`config.mk`:
```
export PLATFORM = sky130hd
export DESIGN_NAME = rx_fifo_read_ctrl
export DESIGN_NICKNAME = d
export VERILOG_FILES = /design/src/rtl/rx_fifo_read_ctrl.sv
export SDC_FILE = /design/constraint.sdc
export NUM_CORES = 1
export LEC_CHECK = 0
export BUFFER_PORTS_ARGS = -buffer_cell sky130_fd_sc_hd__buf_2
export CAP_MARGIN = 10
export CELL_PAD_IN_SITES_DETAIL_PLACEMENT = 1
export CELL_PAD_IN_SITES_GLOBAL_PLACEMENT = 1
export CORE_MARGIN = 2
export CORE_UTILIZATION = 39
export CTS_CLUSTER_DIAMETER = 50
export DETAILED_ROUTE_END_ITERATION = 8
export PLACE_DENSITY = 0.89
export SYNTH_ARGS = -nofsm -noshare
export SYNTH_HDL_FRONTEND = slang
export SYNTH_SLANG_ARGS = --single-unit
```
`constraint.sdc`:
```
create_clock -name clk -period 2.1 [get_ports clk]
set_input_delay 0.105 -clock clk [delete_from_list [all_inputs] [get_ports clk]]
set_output_delay 0.105 -clock clk [all_outputs]
set_load 0.005 [all_outputs]
```
`src/rtl/rx_fifo_read_ctrl.sv`:
```
// Read sequencer for the first-word-fall-through USB receive FIFO: pops req_len bytes onto a valid/ready port.
// Optional macro RX_FIFO_FLUSH_EN adds a flush input that drains the FIFO without forwarding data.
module rx_fifo_read_ctrl #(
  parameter int DATA_W      = 8,
  parameter int LEN_W       = 7,
  parameter int TIMEOUT_CYC = 255
) (
  input  logic              clk,
  input  logic              rst,
  input  logic              start,
  input  logic [LEN_W-1:0]  req_len,
`ifdef RX_FIFO_FLUSH_EN
  input  logic              flush,
`endif
  input  logic              fifo_empty,
  input  logic [DATA_W-1:0] fifo_r_data,
  output logic              fifo_r_enable,
  output logic [DATA_W-1:0] out_data,
  output logic              out_valid,
  output logic              out_last,
  input  logic              out_ready,
  output logic              busy,
  output logic [LEN_W-1:0]  bytes_left,
  output logic              done,
  output logic              err_timeout,
  output logic [2:0]        dbg_state
);

  // Output handshake: a byte transfers on every rising edge where out_valid && out_ready;
  // out_data/out_last stay stable while out_valid is high and out_ready is low.

  typedef enum logic [2:0] {
    IDLE      = 3'd0,
    READ      = 3'd1,
    LAST_ACK  = 3'd2,
    ABORT_ACK = 3'd3
`ifdef RX_FIFO_FLUSH_EN
    ,FLUSH    = 3'd4
`endif
  } state_t;

  localparam int TMR_W = (TIMEOUT_CYC < 2) ? 1 : $clog2(TIMEOUT_CYC);
  localparam logic [TMR_W-1:0] TMR_MAX = TMR_W'(TIMEOUT_CYC - 1);

  state_t           state, state_next;
  logic [TMR_W-1:0] timer;
  logic             pop;
  logic             load;
  logic             accept;

  assign accept        = out_valid && out_ready;
  assign busy          = (state != IDLE);
  assign dbg_state     = state;
  assign fifo_r_enable = pop && !rst;

  always_ff @(posedge clk or posedge rst) begin
    if (rst) state <= IDLE;
    else     state <= state_next;
  end

  always_comb begin
    state_next = state;
    pop        = 1'b0;
    load       = 1'b0;
    case (state)
      IDLE: begin
`ifdef RX_FIFO_FLUSH_EN
        if (flush) begin
          state_next = FLUSH;
        end else
`endif
        if (start) begin
          load = 1'b1;
          if (req_len != '0) state_next = READ;
        end
      end
      READ: begin
        pop = !fifo_empty && (bytes_left != '0) && (!out_valid || out_ready);
        if (pop && (bytes_left == LEN_W'(1)))   state_next = LAST_ACK;
        else if (fifo_empty && timer == TMR_MAX) state_next = ABORT_ACK;
      end
      LAST_ACK: begin
        if (accept) state_next = IDLE;
      end
      ABORT_ACK: begin
        if (!out_valid || accept) state_next = IDLE;
      end
`ifdef RX_FIFO_FLUSH_EN
      FLUSH: begin
        pop = !fifo_empty;
        if (fifo_empty) state_next = IDLE;
      end
`endif
      default: state_next = IDLE;
    endcase
  end

  always_ff @(posedge clk or posedge rst) begin
    if (rst) begin
      out_data    <= '0;
      out_valid   <= 1'b0;
      out_last    <= 1'b0;
      bytes_left  <= '0;
      done        <= 1'b0;
      err_timeout <= 1'b0;
      timer       <= '0;
    end else begin
      done        <= 1'b0;
      err_timeout <= 1'b0;
      case (state)
        IDLE: begin
          if (load) begin
            bytes_left <= req_len;
            timer      <= '0;
            done       <= (req_len == '0);
          end
        end
        READ: begin
          if (pop) begin
            out_data   <= fifo_r_data;
            out_valid  <= 1'b1;
            out_last   <= (bytes_left == LEN_W'(1));
            bytes_left <= bytes_left - LEN_W'(1);
            timer      <= '0;
          end else begin
            if (accept) out_valid <= 1'b0;
            // Only consecutive empty cycles count; a stalled consumer with data waiting does not.
            if (!fifo_empty)           timer <= '0;
            else if (timer != TMR_MAX) timer <= timer + TMR_W'(1);
          end
        end
        LAST_ACK: begin
          if (accept) begin
            out_valid <= 1'b0;
            out_last  <= 1'b0;
            done      <= 1'b1;
          end
        end
        ABORT_ACK: begin
          if (accept) out_valid <= 1'b0;
          if (!out_valid || accept) begin
            done        <= 1'b1;
            err_timeout <= 1'b1;
          end
        end
`ifdef RX_FIFO_FLUSH_EN
        FLUSH: begin
          if (fifo_empty) done <= 1'b1;
        end
`endif
        default: ;
      endcase
    end
  end

endmodule
```
==> metrics.md <==
| Metric | Value |
|---|---|
| #FFs+latches synth | `29` |
| RSZ-0062 raised after global routing | `no` |
| CP max FO | `10` |
| Hold EP | `out_data[6]` |
| Layout area overhead | `23.79%` |
| Switching Power | `0.5018 mW` |
| Starting Density | `41.18%` |
| Antenna Cells | `0` |
| DRT Wirelength | `4931 um` |
| Fill count | `491` |
| Die Y-Extent | `69.69 um` |
| Crit start category | `flop` |
| Syn nets | `198` |
| Post-synth EDFFs | `0` |
| Top post-synthesis cells by area | `dfrtp_1 (43%), mux2_2 (5.4%), ha_1 (3.7%)` |
| Setup CP Type | `reg2out` |
| Syn Std Cell Area | `0.001683 sq mm` |
| GPL Wtd Cong | `0.8449` |
| Switching share of total power | `32.65%` |
| Drt wl/cell | `17.87 um` |
| Final Slew Violations | `0` |
| Top-area cell type share of the netlist area | `43.12%` |
| Row cnt | `23` |
| Worst R2R Start | `bytes_left[1]` |
| Internal power | `1.035 mW` |
| I/O Buffers | `42` |
| Endpoint class of the critical path | `output pin` |
| Final setup viols | `0` |
| Post-synth top area cell | `dfrtp_1` |
| CP Launch Point | `bytes_left[2]` |
| Clock Tree Root | `clkbuf_8` |
| Drt pass-1 iters | `6` |
| Hold Slack | `0.04757 ns` |
| Reg2Reg Depth | `6` |
| Core area | `0.004086 sq mm` |
| Drt first-iter violations | `71` |
| Fmax | `500.1 MHz` |
| First-pass GRT wire length | `8404 um` |
| Maximum VDD drop | `0.4707 mV` |
| Fin crit share | `95.22%` |
| Die area | `0.004857 sq mm` |
| Layout Nets | `250` |
| Clock Path Buffers | `2` |
| Status | `finished, final reports clean` |
| Die W | `69.69 um` |
| HP Start | `fifo_r_data[6]` |
| Worst-Skew Late Latency | `0.29 ns` |
| Sink Count | `29` |
| Leak | `0.9643 nW` |
| Actual slew at the worst max-slew pin | `0.5575 ns` |
| Sequential share of the synthesized area | `43.12%` |
| Unique masters post-synth | `47` |
| Largest net degree at the start of global routing | `30` |
| Tightest Hold Check Type | `in2reg` |
| Detailed placer's ending HPWL | `3680 um` |
| Avg Cell Area, Syn | `9.728 sq um` |
| Fraction of layout cells with a size suffix above 1 | `34.51%` |
| Worst-path clk slew | `0.06 ns` |
| Setup TNS Final | `0 ns` |
| Total number of vias | `1571` |
| Synth async-reset ratio | `100.0%` |
| Max-slew headroom at the worst pin | `62.83%` |
| Yosys warns | `0` |
| GR Overflow Total | `0` |
| GRT Total Usage | `21.90%` |
| CP required | `2.00 ns` |
| Seq pwr share | `45.1%` |
| Antenna violations before repair | `0` |
| Setup slack, reg-to-reg | `0.13 ns` |
| Synth Flop Type | `dfrtp_1` |
| Drt drc | `0` |
| Worst Path Arrival | `1.89 ns` |
| Post-CTS setup buffer count | `0` |
| Top cells by count, synth | `dfrtp_1 (29), inv_1 (13), nand2_1 (13)` |
| CTS tree | `built` |
| Comb power frac | `25.4%` |
| Max-cap violation count | `0` |
| Number of global-route vias before repair | `1673` |
| Cells after Synth | `173` |
| Pwr/cell area | `737.8 mW/mm^2` |
| Final Hold Vio Count | `0` |
| Clock share of power | `29.5%` |
| Count leader, synth | `dfrtp_1` |
| Fin Clk Skew | `0.002718 ns` |
| Antenna viol nets, final | `0` |
| Htree depth | `2` |
| I/O pins | `44` |
| Num CTS Buffers | `5` |
| Total power | `1.537 mW` |
| Hold Path Stages | `2` |
| Vias per cell | `5.692` |
| Worst R2R End | `bytes_left[6]` |
| Period minus WS final | `2.000 ns` |
timing repair:
action,CTS,global route
hold buffers,1,0
endpoints found under the setup margin,0,1
resized for setup,0,1
hold endpoints to repair,29,0
power groups by stage:
| stage | combinational (mW) | sequential, mW | clock [mW] |
|---|---|---|---|
| after floorplan | 0.204 | 0.701 | 0 |
| after global placement | 0.371 | 0.690 | 0 |
| after detailed placement | 0.390 | 0.701 | 0 |
| after CTS | 0.394 | 0.691 | 0.460 |
| after global routing | 0.434 | 0.705 | 0.486 |
| final | 0.391 | 0.693 | 0.453 |
metrics by stage:
| step | instance area [sq um] | util, % | std cells | setup slack, ns |
|---|---|---|---|---|
| after floorplan | 1683 | - | 173 | 0.2063 |
| after global placement | 1982 | 48.50 | 267 | 0.1935 |
| after detailed placement | 1982 | 48.50 | 267 | 0.1194 |
| after CTS | 2078 | 50.86 | 276 | 0.005888 |
| after global routing | 2083 | 50.98 | 276 | 0.02910 |
| final | 2083 | 50.98 | 276 | 0.1003 |
state kept, by name, indices dropped and copies added (netlist names):
signal,flops
err_timeout,1
done,1
out_data,8
timer,8
out_last,1
out_valid,1
bytes_left,7
dbg_state,2
worst max-delay path by stage:
| stage | to | slack [ns] | cells past startpoint |
|---|---|---|---|
| floorplan | out_data[0] | 0.21 | 4 |
| CTS | fifo_r_enable | 0.006 | 5 |
| finish | fifo_r_enable | 0.10 | 5 |
| global route | fifo_r_enable | 0.03 | 5 |
| detailed placement | out_data[3] | 0.12 | 4 |
| global placement | out_data[4] | 0.19 | 4 |
logic make-up after synthesis:
logic type      count (synthesis)  synth area share [%]
flops                          29                 43.12
other cells                     1                0.2228
mux                            10                 6.840
buf+inv                        19                 4.907
fa+ha+maj                       5                 3.717
compound gates                 48                 21.27
simple gates                   61                 19.93
worst max-delay path: stages (launching register included):
cell     delay (ns)
dfrtp_1        0.44
or4_4          0.54
o211a_4        0.31
nand2_4        0.15
nor2_1         0.05
buf_2          0.12
cell type report:
type | count | area, sq um | area share [%]
Timing Repair Buffer | 51 | 280.3 | 13.45
Inverter | 13 | 48.80 | 2.342
Multi-Input combinational cell | 125 | 879.6 | 42.22
Sequential cell | 29 | 725.7 | 34.83
Clock buffer | 5 | 68.82 | 3.303
Tap cell | 50 | 62.56 | 3.003
Clock inverter | 3 | 17.52 | 0.8408
cell usage in the layout (no fill, tap or decap), types with 2 or more instances in the layout:
cell	instances
nor2_1	6
o21a_1	2
dfrtp_1	29
buf_4	8
nand3_1	3
nand2_1	13
or3_1	4
o211ai_1	3
a21oi_1	12
o221ai_2	3
clkbuf_8	5
nor4_1	5
ha_1	5
nand2b_1	3
o311ai_0	2
and4_1	2
o21ai_0	11
clkinv_2	2
nand4_1	6
inv_1	13
nor3_1	9
or4_1	3
mux2_2	8
buf_2	42
nor2b_1	2
routing by layer:
metal,part of all wire [%],track usage (%),vias up,routed length (um)
li1,-,-,747,-
met1,43,27.85,757,2119
met2,50,36.86,56,2441
met3,5.2,4.942,11,257
met4,2.3,7.265,0,112
met5,0,0,-,0
Note: power is estimated with default switching activity, not from simulation.
